==> src/rtl/mult_pkg.sv <==
// Shared definitions for the sequential shift-add multiplier.
//   state_e : FSM state encoding (IDLE, CALC, DONE)
//   clog2   : ceiling log2, never below 1, used to size the step counter
package mult_pkg;

  typedef enum logic [1:0] {
    ST_IDLE = 2'd0,
    ST_CALC = 2'd1,
    ST_DONE = 2'd2
  } state_e;

  // Bits needed to count 0..value-1; at least one bit so a counter always exists.
  function automatic int unsigned clog2(input int unsigned value);
    int unsigned result;
    result = 0;
    while ((64'd1 << result) < 64'(value)) begin
      result = result + 1;
    end
    return (result == 0) ? 1 : result;
  endfunction

endpackage

==> src/rtl/shift_add_datapath.sv <==
// Operand/partial-product registers for the shift-add multiplier.
//   clk, rst_n        : clock, async active-low reset
//   load              : capture operands, clear accumulator
//   step              : take one multiplier bit (acc <= sum_in, shift A left, B right)
//   clear             : abort, clear all registers
//   a_in, b_in        : multiplicand / multiplier
//   sum_in            : next accumulator value computed by the owner of the adder
//   b_lsb             : current multiplier bit
//   b_rest_zero       : all multiplier bits above the current one are zero
//   acc, a_sh         : accumulator and shifted multiplicand
module shift_add_datapath #(
  parameter int unsigned WIDTH_A = 8,
  parameter int unsigned WIDTH_B = 8
) (
  input  logic                         clk,
  input  logic                         rst_n,
  input  logic                         load,
  input  logic                         step,
  input  logic                         clear,
  input  logic [WIDTH_A-1:0]           a_in,
  input  logic [WIDTH_B-1:0]           b_in,
  input  logic [WIDTH_A+WIDTH_B-1:0]   sum_in,
  output logic                         b_lsb,
  output logic                         b_rest_zero,
  output logic [WIDTH_A+WIDTH_B-1:0]   acc,
  output logic [WIDTH_A+WIDTH_B-1:0]   a_sh
);

  localparam int unsigned P = WIDTH_A + WIDTH_B;

  logic [P-1:0]       acc_q;
  logic [P-1:0]       a_sh_q;
  logic [WIDTH_B-1:0] b_q;

  // A_sh is full product width so the shifted multiplicand never truncates.
  always_ff @(posedge clk or negedge rst_n) begin
    if (!rst_n) begin
      acc_q  <= '0;
      a_sh_q <= '0;
      b_q    <= '0;
    end else if (clear) begin
      acc_q  <= '0;
      a_sh_q <= '0;
      b_q    <= '0;
    end else if (load) begin
      acc_q  <= '0;
      a_sh_q <= P'(a_in);
      b_q    <= b_in;
    end else if (step) begin
      acc_q  <= sum_in;
      a_sh_q <= a_sh_q << 1;
      b_q    <= b_q >> 1;
    end
  end

  assign b_lsb       = b_q[0];
  assign b_rest_zero = ~|b_q[WIDTH_B-1:1];
  assign acc         = acc_q;
  assign a_sh        = a_sh_q;

endmodule

==> src/rtl/unsigned_seq_array_multiplier.sv <==
// Multi-cycle unsigned multiplier, one multiplier bit per clock, valid/ready on both sides.
//   Clk_In, Reset_n_In      : clock, async active-low reset
//   Flush_In                : synchronous abort back to IDLE (result register untouched)
//   In_Valid_In/In_Ready_Out: operand handshake
//   Data_A_In, Data_B_In    : multiplicand / multiplier
//   Busy_Out                : computation in progress
//   Out_Valid_Out/Out_Ready_In: result handshake
//   Multiplied_Result_Out   : product, held until the next completed computation
module unsigned_seq_array_multiplier
  import mult_pkg::*;
#(
  parameter int unsigned WIDTH_A    = 8,
  parameter int unsigned WIDTH_B    = 8,
  parameter int unsigned EARLY_EXIT = 1
) (
  input  logic                       Clk_In,
  input  logic                       Reset_n_In,
  input  logic                       Flush_In,
  input  logic                       In_Valid_In,
  output logic                       In_Ready_Out,
  input  logic [WIDTH_A-1:0]         Data_A_In,
  input  logic [WIDTH_B-1:0]         Data_B_In,
  output logic                       Busy_Out,
  output logic                       Out_Valid_Out,
  input  logic                       Out_Ready_In,
  output logic [WIDTH_A+WIDTH_B-1:0] Multiplied_Result_Out
);

  localparam int unsigned P     = WIDTH_A + WIDTH_B;
  localparam int unsigned CNT_W = clog2(WIDTH_B);
  localparam logic [CNT_W-1:0] CNT_LAST = CNT_W'(WIDTH_B - 1);

  state_e           state_q;
  state_e           state_d;
  logic [CNT_W-1:0] count_q;
  logic [P-1:0]     result_q;
  logic             in_ready_q;
  logic             busy_q;
  logic             out_valid_q;

  logic             load_c;
  logic             step_c;
  logic             clear_c;
  logic             last_step_c;
  logic             in_ready_d;
  logic             busy_d;
  logic             out_valid_d;

  logic             b_lsb;
  logic             b_rest_zero;
  logic [P-1:0]     acc;
  logic [P-1:0]     a_sh;
  logic [P-1:0]     sum_c;

  shift_add_datapath #(
    .WIDTH_A (WIDTH_A),
    .WIDTH_B (WIDTH_B)
  ) u_datapath (
    .clk         (Clk_In),
    .rst_n       (Reset_n_In),
    .load        (load_c),
    .step        (step_c),
    .clear       (clear_c),
    .a_in        (Data_A_In),
    .b_in        (Data_B_In),
    .sum_in      (sum_c),
    .b_lsb       (b_lsb),
    .b_rest_zero (b_rest_zero),
    .acc         (acc),
    .a_sh        (a_sh)
  );

  // Single P-bit adder; cannot overflow since the product fits in P bits.
  assign sum_c = acc + (b_lsb ? a_sh : '0);

  // Last step: counter exhausted, or (early exit) no multiplier bits left after this one.
  assign last_step_c = (count_q == CNT_LAST) || ((EARLY_EXIT != 0) && b_rest_zero);

  // State register.
  always_ff @(posedge Clk_In or negedge Reset_n_In) begin
    if (!Reset_n_In) begin
      state_q <= ST_IDLE;
    end else begin
      state_q <= state_d;
    end
  end

  // Next-state logic; flush wins over accept and result handshake.
  always_comb begin
    state_d = state_q;
    if (Flush_In) begin
      state_d = ST_IDLE;
    end else begin
      unique case (state_q)
        ST_IDLE: if (In_Valid_In)  state_d = ST_CALC;
        ST_CALC: if (last_step_c)  state_d = ST_DONE;
        ST_DONE: if (Out_Ready_In) state_d = ST_IDLE;
        default:                   state_d = ST_IDLE;
      endcase
    end
  end

  // Datapath controls and next values of the registered status outputs.
  always_comb begin
    load_c      = 1'b0;
    step_c      = 1'b0;
    clear_c     = Flush_In;
    in_ready_d  = (state_d == ST_IDLE);
    busy_d      = (state_d == ST_CALC);
    out_valid_d = (state_d == ST_DONE);
    if (!Flush_In) begin
      load_c = (state_q == ST_IDLE) && In_Valid_In;
      step_c = (state_q == ST_CALC);
    end
  end

  // Step counter.
  always_ff @(posedge Clk_In or negedge Reset_n_In) begin
    if (!Reset_n_In) begin
      count_q <= '0;
    end else if (clear_c || load_c || (step_c && last_step_c)) begin
      count_q <= '0;
    end else if (step_c) begin
      count_q <= count_q + CNT_W'(1);
    end
  end

  // Result register: loaded only on the exit edge, untouched by flush.
  always_ff @(posedge Clk_In or negedge Reset_n_In) begin
    if (!Reset_n_In) begin
      result_q <= '0;
    end else if (step_c && last_step_c) begin
      result_q <= sum_c;
    end
  end

  // Registered handshake/status outputs.
  always_ff @(posedge Clk_In or negedge Reset_n_In) begin
    if (!Reset_n_In) begin
      in_ready_q  <= 1'b1;
      busy_q      <= 1'b0;
      out_valid_q <= 1'b0;
    end else begin
      in_ready_q  <= in_ready_d;
      busy_q      <= busy_d;
      out_valid_q <= out_valid_d;
    end
  end

  assign In_Ready_Out          = in_ready_q;
  assign Busy_Out              = busy_q;
  assign Out_Valid_Out         = out_valid_q;
  assign Multiplied_Result_Out = result_q;

endmodule
==> config.mk <==
export PLATFORM = sky130hd
export DESIGN_NAME = unsigned_seq_array_multiplier
export DESIGN_NICKNAME = d
export VERILOG_FILES = /design/src/rtl/mult_pkg.sv /design/src/rtl/shift_add_datapath.sv /design/src/rtl/unsigned_seq_array_multiplier.sv
export SDC_FILE = /design/constraint.sdc
export NUM_CORES = 1
export LEC_CHECK = 0
export ABC_AREA = 1
export BUFFER_PORTS_ARGS = -buffer_cell sky130_fd_sc_hd__buf_2
export CAP_MARGIN = 30
export CELL_PAD_IN_SITES_DETAIL_PLACEMENT = 1
export CELL_PAD_IN_SITES_GLOBAL_PLACEMENT = 2
export CORE_MARGIN = 3
export CORE_UTILIZATION = 38
export CTS_BUF_LIST = sky130_fd_sc_hd__clkbuf_8
export DETAILED_ROUTE_END_ITERATION = 10
export GPL_TIMING_DRIVEN = 0
export PLACE_DENSITY = 0.84
export REMOVE_ABC_BUFFERS = 1
export SLEW_MARGIN = 10
export SYNTH_ARGS = -nofsm -noshare
export SYNTH_HDL_FRONTEND = slang
export SYNTH_HIERARCHICAL = 1
export SYNTH_SLANG_ARGS = --single-unit
==> constraint.sdc <==
create_clock -name Clk_In -period 3.2 [get_ports Clk_In]
set_input_delay 0.64 -clock Clk_In [delete_from_list [all_inputs] [get_ports Clk_In]]
set_output_delay 0.64 -clock Clk_In [all_outputs]
set_load 0.03 [all_outputs]
# ---- Word level (Yosys, flattened, before mapping)
# Index checks and enable logic that the tools add are counted.
dict set report totals {
  wordCells 46
  mem_bits_ro 0
  mem_count 0
  ram_bits 0
  ff_bits 64
  latchBits 0
  output_inout_bits 19
}
dict set report op_classes {
  n_eq_ne 5
  div 0
  n_mux 19
  shift 0
  reduce_logical 11
  add_sub_neg 2
  n_mul 0
  bitwise 0
  n_lt_le_gt_ge 0
}
# operator count
set ops {}
lappend ops {{$mux W16} 7}
lappend ops {{$mux W8} 3}
lappend ops {{$add A16 B16 Y16} 1}
lappend ops {{$mux W2} 4}
lappend ops {{$reduce_or A7 Y1} 1}
lappend ops {{$mux W3} 2}
lappend ops {{$pmux W2 S3} 1}
lappend ops {{$eq A2 B1 Y1 const B} 2}
lappend ops {{$eq A2 B2 Y1 const B} 2}
lappend ops {{$logic_not A2 Y1} 2}
lappend ops {{$add A3 B1 Y3 const B} 1}
lappend ops {{$eq A3 B3 Y1 const B} 1}
lappend ops {{$logic_or A1 B1 Y1} 3}
lappend ops {{$reduce_bool A3 Y1} 1}
lappend ops {{$logic_and A1 B1 Y1} 2}
lappend ops {{$mux W1} 2}
lappend ops {{$reduce_bool A2 Y1} 1}
lappend ops {{$logic_not A1 Y1} 1}

# ---- Longest topological paths before layout
# Gate-level depths: netlist of the first run.
dict set report depth {
  word_depth 7
  ltp_mapped 15
}

# ---- By module
# Netlist of the first run, hierarchy kept.
# mod cells_each instances area_each_um2
set modules_own_cells {}
lappend modules_own_cells {unsigned_seq_array_multiplier 316 1 2049.5}
lappend modules_own_cells {shift_add_datapath 232 1 1893.1}

# ---- Worst setup path after synthesis of the first run
# Ideal clock, no wire load.
dict set report synth_timing {
  path_type {register to register}
  startpoint {reg u_datapath.b_q[0]}
  endpoint {reg u_datapath.acc_q[6] (netlist: u_datapath/acc[6])}
  stages_incl_launch_ff 14
  n_path_buf 1
  setup_slack_ns 1.067
  period_less_slack_ns 2.133
  arrival_ns 2.016
  required_ns 3.083
  path_cell_list {dfrtp_1 > clkbuf_1 > nand2_1 > inv_1 > ha_1 > fa_1 > nand2_1 > nand3_1 > nand3_1 > nand2_1 > or2_2 > and2_1 > nand3_1 > nand2_1}
}
dict set report synth_between {
  elab_chain_cells 5
}
# item line_no
set synth_lines {}
lappend synth_lines {{start, declared} shift_add_datapath.sv:33} ;# logic [WIDTH_B-1:0] b_q;
lappend synth_lines {{start signal, assigned} shift_add_datapath.sv:48} ;# b_q <= b_in;
lappend synth_lines {{start signal, assigned} shift_add_datapath.sv:52} ;# b_q <= b_q >> 1;
lappend synth_lines {{$mux W16} unsigned_seq_array_multiplier.sv:74} ;# assign sum_c = acc + (b_lsb ? a_sh : '0);
lappend synth_lines {{$add A16 B16 Y16} unsigned_seq_array_multiplier.sv:74}
lappend synth_lines {{named net sum_c[6]} unsigned_seq_array_multiplier.sv:53} ;# logic [P-1:0] sum_c;
lappend synth_lines {{$mux W16} shift_add_datapath.sv:49} ;# end else if (step) begin
lappend synth_lines {{$mux W16} shift_add_datapath.sv:45} ;# end else if (load) begin
lappend synth_lines {{$mux W16} shift_add_datapath.sv:41} ;# end else if (clear) begin
lappend synth_lines {{end signal, assigned} shift_add_datapath.sv:50} ;# acc_q <= sum_in;
lappend synth_lines {{end, declared} shift_add_datapath.sv:31} ;# logic [P-1:0] acc_q;
# The timed path passes the listed nets, and every way through them passes these cells. The select of a mux whose other input is x is not followed.
# A chain may end at the register's enable or synchronous reset.

# ---- Worst setup path in the final report of the first run
# Same ends and word-level chain as after synthesis.

==> flow_metrics.env, run 1 <==
export IMPL_status="finished clean"
export IMPL_finalWirelength_mm=10.3
export IMPL_seqPwrFrac_pct=46.7
export IMPL_grt_pass1_vias=3668
export IMPL_drive_above_1_share_pct=12.5
export IMPL_min_path_type="input pin to async pin"
export IMPL_endpoint="u_datapath/acc[6]"
export IMPL_grt_overflow=0
export IMPL_final_cells=719
export IMPL_worstReg2RegEnd="u_datapath/acc[6]"
export IMPL_cts_tree="done"
export IMPL_post_cts_buffers=0
export IMPL_seqCellArea_um2=1600
export IMPL_top_level_ports=40
export IMPL_cp_arrival_ns=2.83
export IMPL_synth_edf_count=0
export IMPL_synth_async_reset_ratio_pct=100
export IMPL_cts_buffers=9
export IMPL_r2r_cells=12
export IMPL_antenna_found_initial=0
export IMPL_cts_sinks=64
export IMPL_grt_max_degree=64
export IMPL_crit_fanout=17
export IMPL_finalNetCount=620
export IMPL_clk_latency_ns=0.35
export IMPL_die_h_um=108
export IMPL_p_sw_mw=0.481
export IMPL_fp_row_count=36
export IMPL_portBuffers=39
export IMPL_cellPowerDensity_nw_per_um2=402
export IMPL_syn_to_final_growth_pct=12.9
export IMPL_hold_viol_final=0
export IMPL_cp_start_kind="flop"
export IMPL_timing_rr_start="u_datapath/b_q[0]"
export IMPL_post_drt_wl_per_cell_um=14.3
export IMPL_fin_crit_sh_pct=81.0
export IMPL_multi_input_area_um2=1950
export IMPL_setup_worst_path_start="u_datapath/b_q[0]"
export IMPL_numPlacedInstances=703
export IMPL_grt_usage_pct=19.7
export IMPL_drc_errors=0
export IMPL_syn_area_per_cell_um2=7.19
export IMPL_critPathKind="flop to flop"
export IMPL_reg2reg_setup_slack_ns=0.61
export IMPL_routabilityCongestion=0.808
export IMPL_synth_top_area_share_pct=40.0
export IMPL_synth_seq_cells=64
export IMPL_dr_pass1_iters=4
export IMPL_p_leak_nw=2.79
export IMPL_maxCapViolations=0
export IMPL_finish_utilization_pct=44.9
export IMPL_swShare_pct=26.9
export IMPL_crit_path_end_kind="flop"
export IMPL_synth_most_common_cell="nand2_1"
export IMPL_ys_top_cells_by_count="nand2_1, nand3_1, dfrtp_1, inv_1, nor2_1"
export IMPL_clkSlewWorstSetupHoldPaths_ns=0.07
export IMPL_die_area_um2=11600
export IMPL_via_count=3555
export IMPL_netlist_cell_type_count=31
export IMPL_p_int_mw=1.31
export IMPL_num_antenna_cells=0
export IMPL_syn_area_um2=3940
export IMPL_cts_resized=0
export IMPL_cts_hold_buf=0
export IMPL_ys_warnings_count=6
export IMPL_seq_area_frac_synth_pct=40.7
export IMPL_period_minus_slack_ns=2.59
export IMPL_tightest_slew_ns=0.857
export IMPL_fp_coreArea_um2=9910
export IMPL_die_w_um=108
export IMPL_ys_flop_type="dfrtp_1"
export IMPL_clock_skew_ns=0.00622
export IMPL_critical_path_required_ns=3.43
export IMPL_combPwrFrac_pct=10.5
export IMPL_routed_via_density=4.94
export IMPL_grt_pass1_wl_mm=17.9
export IMPL_max_freq_mhz=386
export IMPL_final_setup_tns_ns=0
export IMPL_peakVddDrop_mv=0.201
export IMPL_synth_area_leaders="dfrtp_1, nand2_1, nand3_1"
export IMPL_drv_slew=0
export IMPL_dp_hpwl_mm=7.23
export IMPL_clock_path_buffers=2
export IMPL_drt_iter0_drc=137
export IMPL_start_util_pct=39.8
export IMPL_clock_power_share_pct=42.8
export IMPL_whs_ns=0.198
export IMPL_synth_cells=548
export IMPL_ant_nets=0
export IMPL_fillCellCount=1282
export IMPL_slew_limit_headroom_pct=42.8
export IMPL_clockRootBuffer="clkbuf_8"
export IMPL_setup_viol=0
export IMPL_synth_top_cell_by_area="dfrtp_1"
export IMPL_rsz0062_at_grt="false"
export IMPL_cts_htree_levels=3
==> cell usage in the layout (no fill, tap or decap), types with 3 or more instances in the layout <==
cell	synthesis	layout
and2_1	8	8
nand2_2	3	3
inv_1	57	58
dfrtp_1	63	63
a21oi_1	11	11
nor2_1	18	17
nor3_1	3	3
buf_2	4	38
clkbuf_8	0	9
ha_1	17	17
nand2_1	234	234
xor2_1	7	7
clkinv_2	0	3
nand3_1	85	85
==> flip-flops by register name, summed over array words and instances (netlist names) <==
register               flops
Multiplied_Result_Out     16
Out_Valid_Out              1
u_datapath/acc            16
count_q                    3
In_Ready_Out               1
Busy_Out                   1
u_datapath/b_q             8
state_q                    2
u_datapath/a_sh           16
==> logic make-up (layout without fill, tap and decap cells) <==
group                      Yosys count  after routing  share of synthesized area [%]
AOI/OAI and AO/OA                   16             16                           2.16
xor gates and xnor gates             8              8                           1.78
adders and majority gates           18             18                           5.90
buffers and inverters               82            120                           9.93
DFF                                 64             64                           40.7
and+or+nand+nor                    360            360                           39.6
==> how the worst min path moves through the flow <==
stage / startpoint / end
3_5_place_dp: Multiplied_Result_Out[1] / Multiplied_Result_Out[1]
5_1_grt: Reset_n_In / Multiplied_Result_Out[10]
4_1_cts: Reset_n_In / Multiplied_Result_Out[10]
3_3_place_gp: Multiplied_Result_Out[1] / Multiplied_Result_Out[1]
2_1_floorplan: Reset_n_In / Busy_Out
6_report: Reset_n_In / Multiplied_Result_Out[10]
==> worst max-delay path: stages (launching register included) <==
cell	delay [ns]
dfrtp_1	0.61
nand2_1	0.16
inv_1	0.05
ha_1	0.22
fa_1	0.42
nand2_1	0.12
nand3_1	0.08
nand3_1	0.08
nand2_1	0.14
or2_2	0.32
and2_1	0.14
nand3_1	0.08
nand2_1	0.07
==> metal layers <==
layer / share of wire, % / track usage [%] / vias up / wire, µm
met4: 1.4 / 6.76 / 0 / 144
met5: 0 / 0 / - / 0
met1: 45 / 24.3 / 1707 / 4610
met2: 50 / 34.8 / 57 / 5170
li1: - / - / 1782 / -
met3: 3.6 / 3.36 / 9 / 371
==> layout make-up <==
cell class / instances / share of cell area, %
timing repair buffer: 43 / 6.35
sequential: 64 / 36.0
clock buffer: 9 / 2.78
multi-input combinational: 402 / 43.8
tap: 133 / 3.74
clock inverter: 7 / 1.97
inverter: 61 / 5.31
==> per-stage QoR <==
| step | setup slack, ns | power, mW | cell area, µm² |
|---|---|---|---|
| after detailed placement | 0.607 | 1.04 | 4240 |
| after CTS | 0.537 | 1.82 | 4450 |
| after floorplan | 0.968 | 0.950 | 3790 |
| final | 0.607 | 1.79 | 4450 |
| after global routing | 0.331 | 1.88 | 4450 |
| after global placement | -0.0807 | 1.02 | 4150 |
==> power groups by stage <==
stage          Combinational, mW  Clock, mW  Sequential (mW)
2_1_floorplan             0.0906          0            0.859
3_3_place_gp               0.173          0            0.850
3_5_place_dp               0.193          0            0.851
4_1_cts                    0.193      0.794            0.836
5_1_grt                    0.211      0.831            0.837
6_report                   0.188      0.765            0.835
(Power assumes the default switching activity.)
==> run 2: changes to the inputs <==
--- a/config.mk
+++ b/config.mk
@@ -5,17 +5,17 @@
 export SDC_FILE = /design/constraint.sdc
 export NUM_CORES = 1
 export LEC_CHECK = 0
-export ABC_AREA = 1
+export ABC_AREA = 0
 export BUFFER_PORTS_ARGS = -buffer_cell sky130_fd_sc_hd__buf_2
 export CAP_MARGIN = 30
 export CELL_PAD_IN_SITES_DETAIL_PLACEMENT = 1
 export CELL_PAD_IN_SITES_GLOBAL_PLACEMENT = 2
 export CORE_MARGIN = 3
-export CORE_UTILIZATION = 38
+export CORE_UTILIZATION = 40
 export CTS_BUF_LIST = sky130_fd_sc_hd__clkbuf_8
 export DETAILED_ROUTE_END_ITERATION = 10
 export GPL_TIMING_DRIVEN = 0
-export PLACE_DENSITY = 0.84
+export PLACE_DENSITY = 0.78
 export REMOVE_ABC_BUFFERS = 1
 export SLEW_MARGIN = 10
 export SYNTH_ARGS = -nofsm -noshare
==> constraint.sdc (replaced) <==
create_clock -name Clk_In -period 2.45 [get_ports Clk_In]
set_input_delay 0.49 -clock Clk_In [delete_from_list [all_inputs] [get_ports Clk_In]]
set_output_delay 0.49 -clock Clk_In [all_outputs]
set_load 0.03 [all_outputs]
==> flow_metrics.env, run 2 <==
export IMPL_max_freq_mhz=410
export IMPL_dp_hpwl_mm=6.31
export IMPL_start_util_pct=41.7
export IMPL_grt_pass1_wl_mm=15.9
export IMPL_synth_seq_cells=64
export IMPL_fp_row_count=34
export IMPL_synth_top_area_share_pct=42.9
export IMPL_drv_slew=0
export IMPL_ys_flop_type="dfrtp_1"
export IMPL_crit_fanout=8
export IMPL_dr_pass1_iters=4
export IMPL_ant_nets=0
export IMPL_tightest_slew_ns=0.718
export IMPL_routed_via_density=5.56
export IMPL_clk_latency_ns=0.35
export IMPL_rsz0062_at_grt="true"
export IMPL_grt_overflow=0
export IMPL_via_count=2835
export IMPL_synth_cells=346
export IMPL_finalNetCount=436
export IMPL_cp_arrival_ns=2.72
export IMPL_clock_skew_ns=0.0110
export IMPL_die_w_um=102
export IMPL_fin_crit_sh_pct=99.5
export IMPL_routabilityCongestion=0.841
export IMPL_syn_area_per_cell_um2=10.6
export IMPL_synth_top_cell_by_area="dfrtp_1"
export IMPL_period_minus_slack_ns=2.44
export IMPL_drt_iter0_drc=76
export IMPL_critical_path_required_ns=2.73
export IMPL_synth_most_common_cell="dfrtp_1"
export IMPL_grt_pass1_vias=3026
export IMPL_portBuffers=39
export IMPL_synth_area_leaders="dfrtp_1, ha_1, a22o_1"
export IMPL_synth_async_reset_ratio_pct=100
export IMPL_numPlacedInstances=481
export IMPL_syn_area_um2=3670
export IMPL_clkSlewWorstSetupHoldPaths_ns=0.08
export IMPL_fp_coreArea_um2=8810
export IMPL_cp_start_kind="flop"
export IMPL_grt_max_degree=46
export IMPL_critPathKind="flop to flop"
export IMPL_setup_viol=0
export IMPL_antenna_found_initial=0
export IMPL_grt_usage_pct=19.8
export IMPL_netlist_cell_type_count=61
export IMPL_cts_tree="done"
export IMPL_num_antenna_cells=0
export IMPL_seq_area_frac_synth_pct=43.6
export IMPL_final_cells=510
export IMPL_ys_warnings_count=6
export IMPL_die_h_um=102
export IMPL_status="finished clean"
export IMPL_drc_errors=0
export IMPL_cts_sinks=64
export IMPL_hold_viol_final=0
export IMPL_syn_to_final_growth_pct=25.1
export IMPL_min_path_type="input pin to async pin"
export IMPL_mostFrequentLayoutCell="dfrtp_1"
export IMPL_die_area_um2=10400
export IMPL_clock_path_buffers=2
export IMPL_cellPowerDensity_nw_per_um2=580
export IMPL_peakVddDrop_mv=0.372
export IMPL_cts_buffers=9
export IMPL_post_drt_wl_per_cell_um=18.5
export IMPL_top_level_ports=40
export IMPL_finalWirelength_mm=9.45
export IMPL_finish_utilization_pct=52.2
export IMPL_drive_above_1_share_pct=31.8
export IMPL_slew_limit_headroom_pct=51.9
export IMPL_crit_path_end_kind="flop"
export IMPL_cts_htree_levels=3
export IMPL_fillCellCount=937
export IMPL_synth_edf_count=0
export IMPL_clockRootBuffer="clkbuf_8"
export IMPL_most_common_layout_cells="dfrtp_1, buf_2, nand2_1"
export IMPL_ys_top_cells_by_count="dfrtp_1, nand2_1, a22o_1, mux2i_1, nor2_1"
export IMPL_maxCapViolations=0
export IMPL_p_leak_nw=2.12
-- run 2: cell types whose count changed after synthesis, moves of 7 or more --
cell      previous run  this run
a22o_1               0        24
xnor2_1              1         8
nand2_1            234        35
inv_1               57         6
and2_1               8        15
a211oi_1             0        14
mux2i_1              0        18
nand3_1             85         6
nor2b_1              0        16
-- run 2: what timing repair did --
action,4_1_cts,5_1_grt
hold buffers,0,0
setup buffers,8,5
pin swaps,7,9
resized for setup,30,18
setup endpoints to repair,22,10
gates cloned,0,0
-- run 2: per-layer routing --
layer / routed length (µm) / track usage, % / part of all wire, %
met5: 0 / 0 / 0
met4: 180 / 7.97 / 1.9
met3: 246 / 2.94 / 2.6
met2: 4360 / 31.3 / 46
met1: 4660 / 27.5 / 49
-- run 2: path summary, 6_finish.rpt --
check                                         start  cells past startpoint                  endpoint  slack (ns)
setup / recovery                  u_datapath/b_q[0]                      9        u_datapath/acc[15]        0.01
hold / removal                           Reset_n_In                      1       u_datapath/a_sh[15]        0.03
setup reg to reg                  u_datapath/b_q[0]                      9        u_datapath/acc[15]        0.01
hold reg to reg            Multiplied_Result_Out[0]                      2  Multiplied_Result_Out[0]        0.47
max in group asynchronous                Reset_n_In                      2              In_Ready_Out        1.84
min in group Clk_In                    Out_Ready_In                      2             Out_Valid_Out        0.32
-- run 2: area by class of cell --
cell class / instances / area, µm² / share of cell area [%]
Clock buffer: 11 / 151 / 3.30
Clock inverter: 5 / 72.6 / 1.58
Inverter: 7 / 26.3 / 0.572
Multi-Input combinational cell: 256 / 2190 / 47.8
Sequential cell: 64 / 1600 / 34.9
Tap cell: 108 / 135 / 2.94
Timing Repair Buffer: 59 / 410 / 8.93
-- run 2: per-stage QoR --
stage | hold WS, ns | TNS (ns) | area, µm² | setup WS [ns] | power [mW]
2_1_floorplan | 0.194 | -2.88 | 3540 | -0.292 | 1.43
3_3_place_gp | 0.455 | -74.76 | 3870 | -1.55 | 1.57
3_5_place_dp | 0.409 | -5.85 | 4000 | -0.501 | 1.61
4_1_cts | 0.0252 | -0.0426 | 4480 | -0.0261 | 2.68
5_1_grt | 0.0304 | -0.290 | 4590 | -0.0727 | 2.79
6_report | 0.0257 | 0 | 4590 | 0.0118 | 2.66
-- run 2: cells by family after synthesis --
group	count (synthesis)	synth area share [%]
simple gates	114	17.3
buf+inv	26	4.22
xor+xnor	14	3.34
mux	23	6.44
compound gates	87	18.7
flops	64	43.6
fa+ha+maj	18	6.34
-- run 2: power by group --
| group | leakage [nW] | internal (mW) | total [mW] | switching [mW] |
|---|---|---|---|---|
| logic | 1.12 | 0.171 | 0.448 | 0.277 |
| clock network | 0.122 | 0.620 | 1.05 | 0.429 |
| registers | 0.874 | 1.12 | 1.17 | 0.0431 |
| total | 2.12 | 1.91 | 2.66 | 0.749 |
-- run 2: critical path, cell delays in order, from the launching register on --
cell and delay (ns):
dfrtp_2 0.43, buf_4 0.17, and2_1 0.17, ha_4 0.30, nand3_2 0.08, o211a_4 0.28
or3_4 0.39, and4b_4 0.22, a211oi_2 0.18, a22o_1 0.15
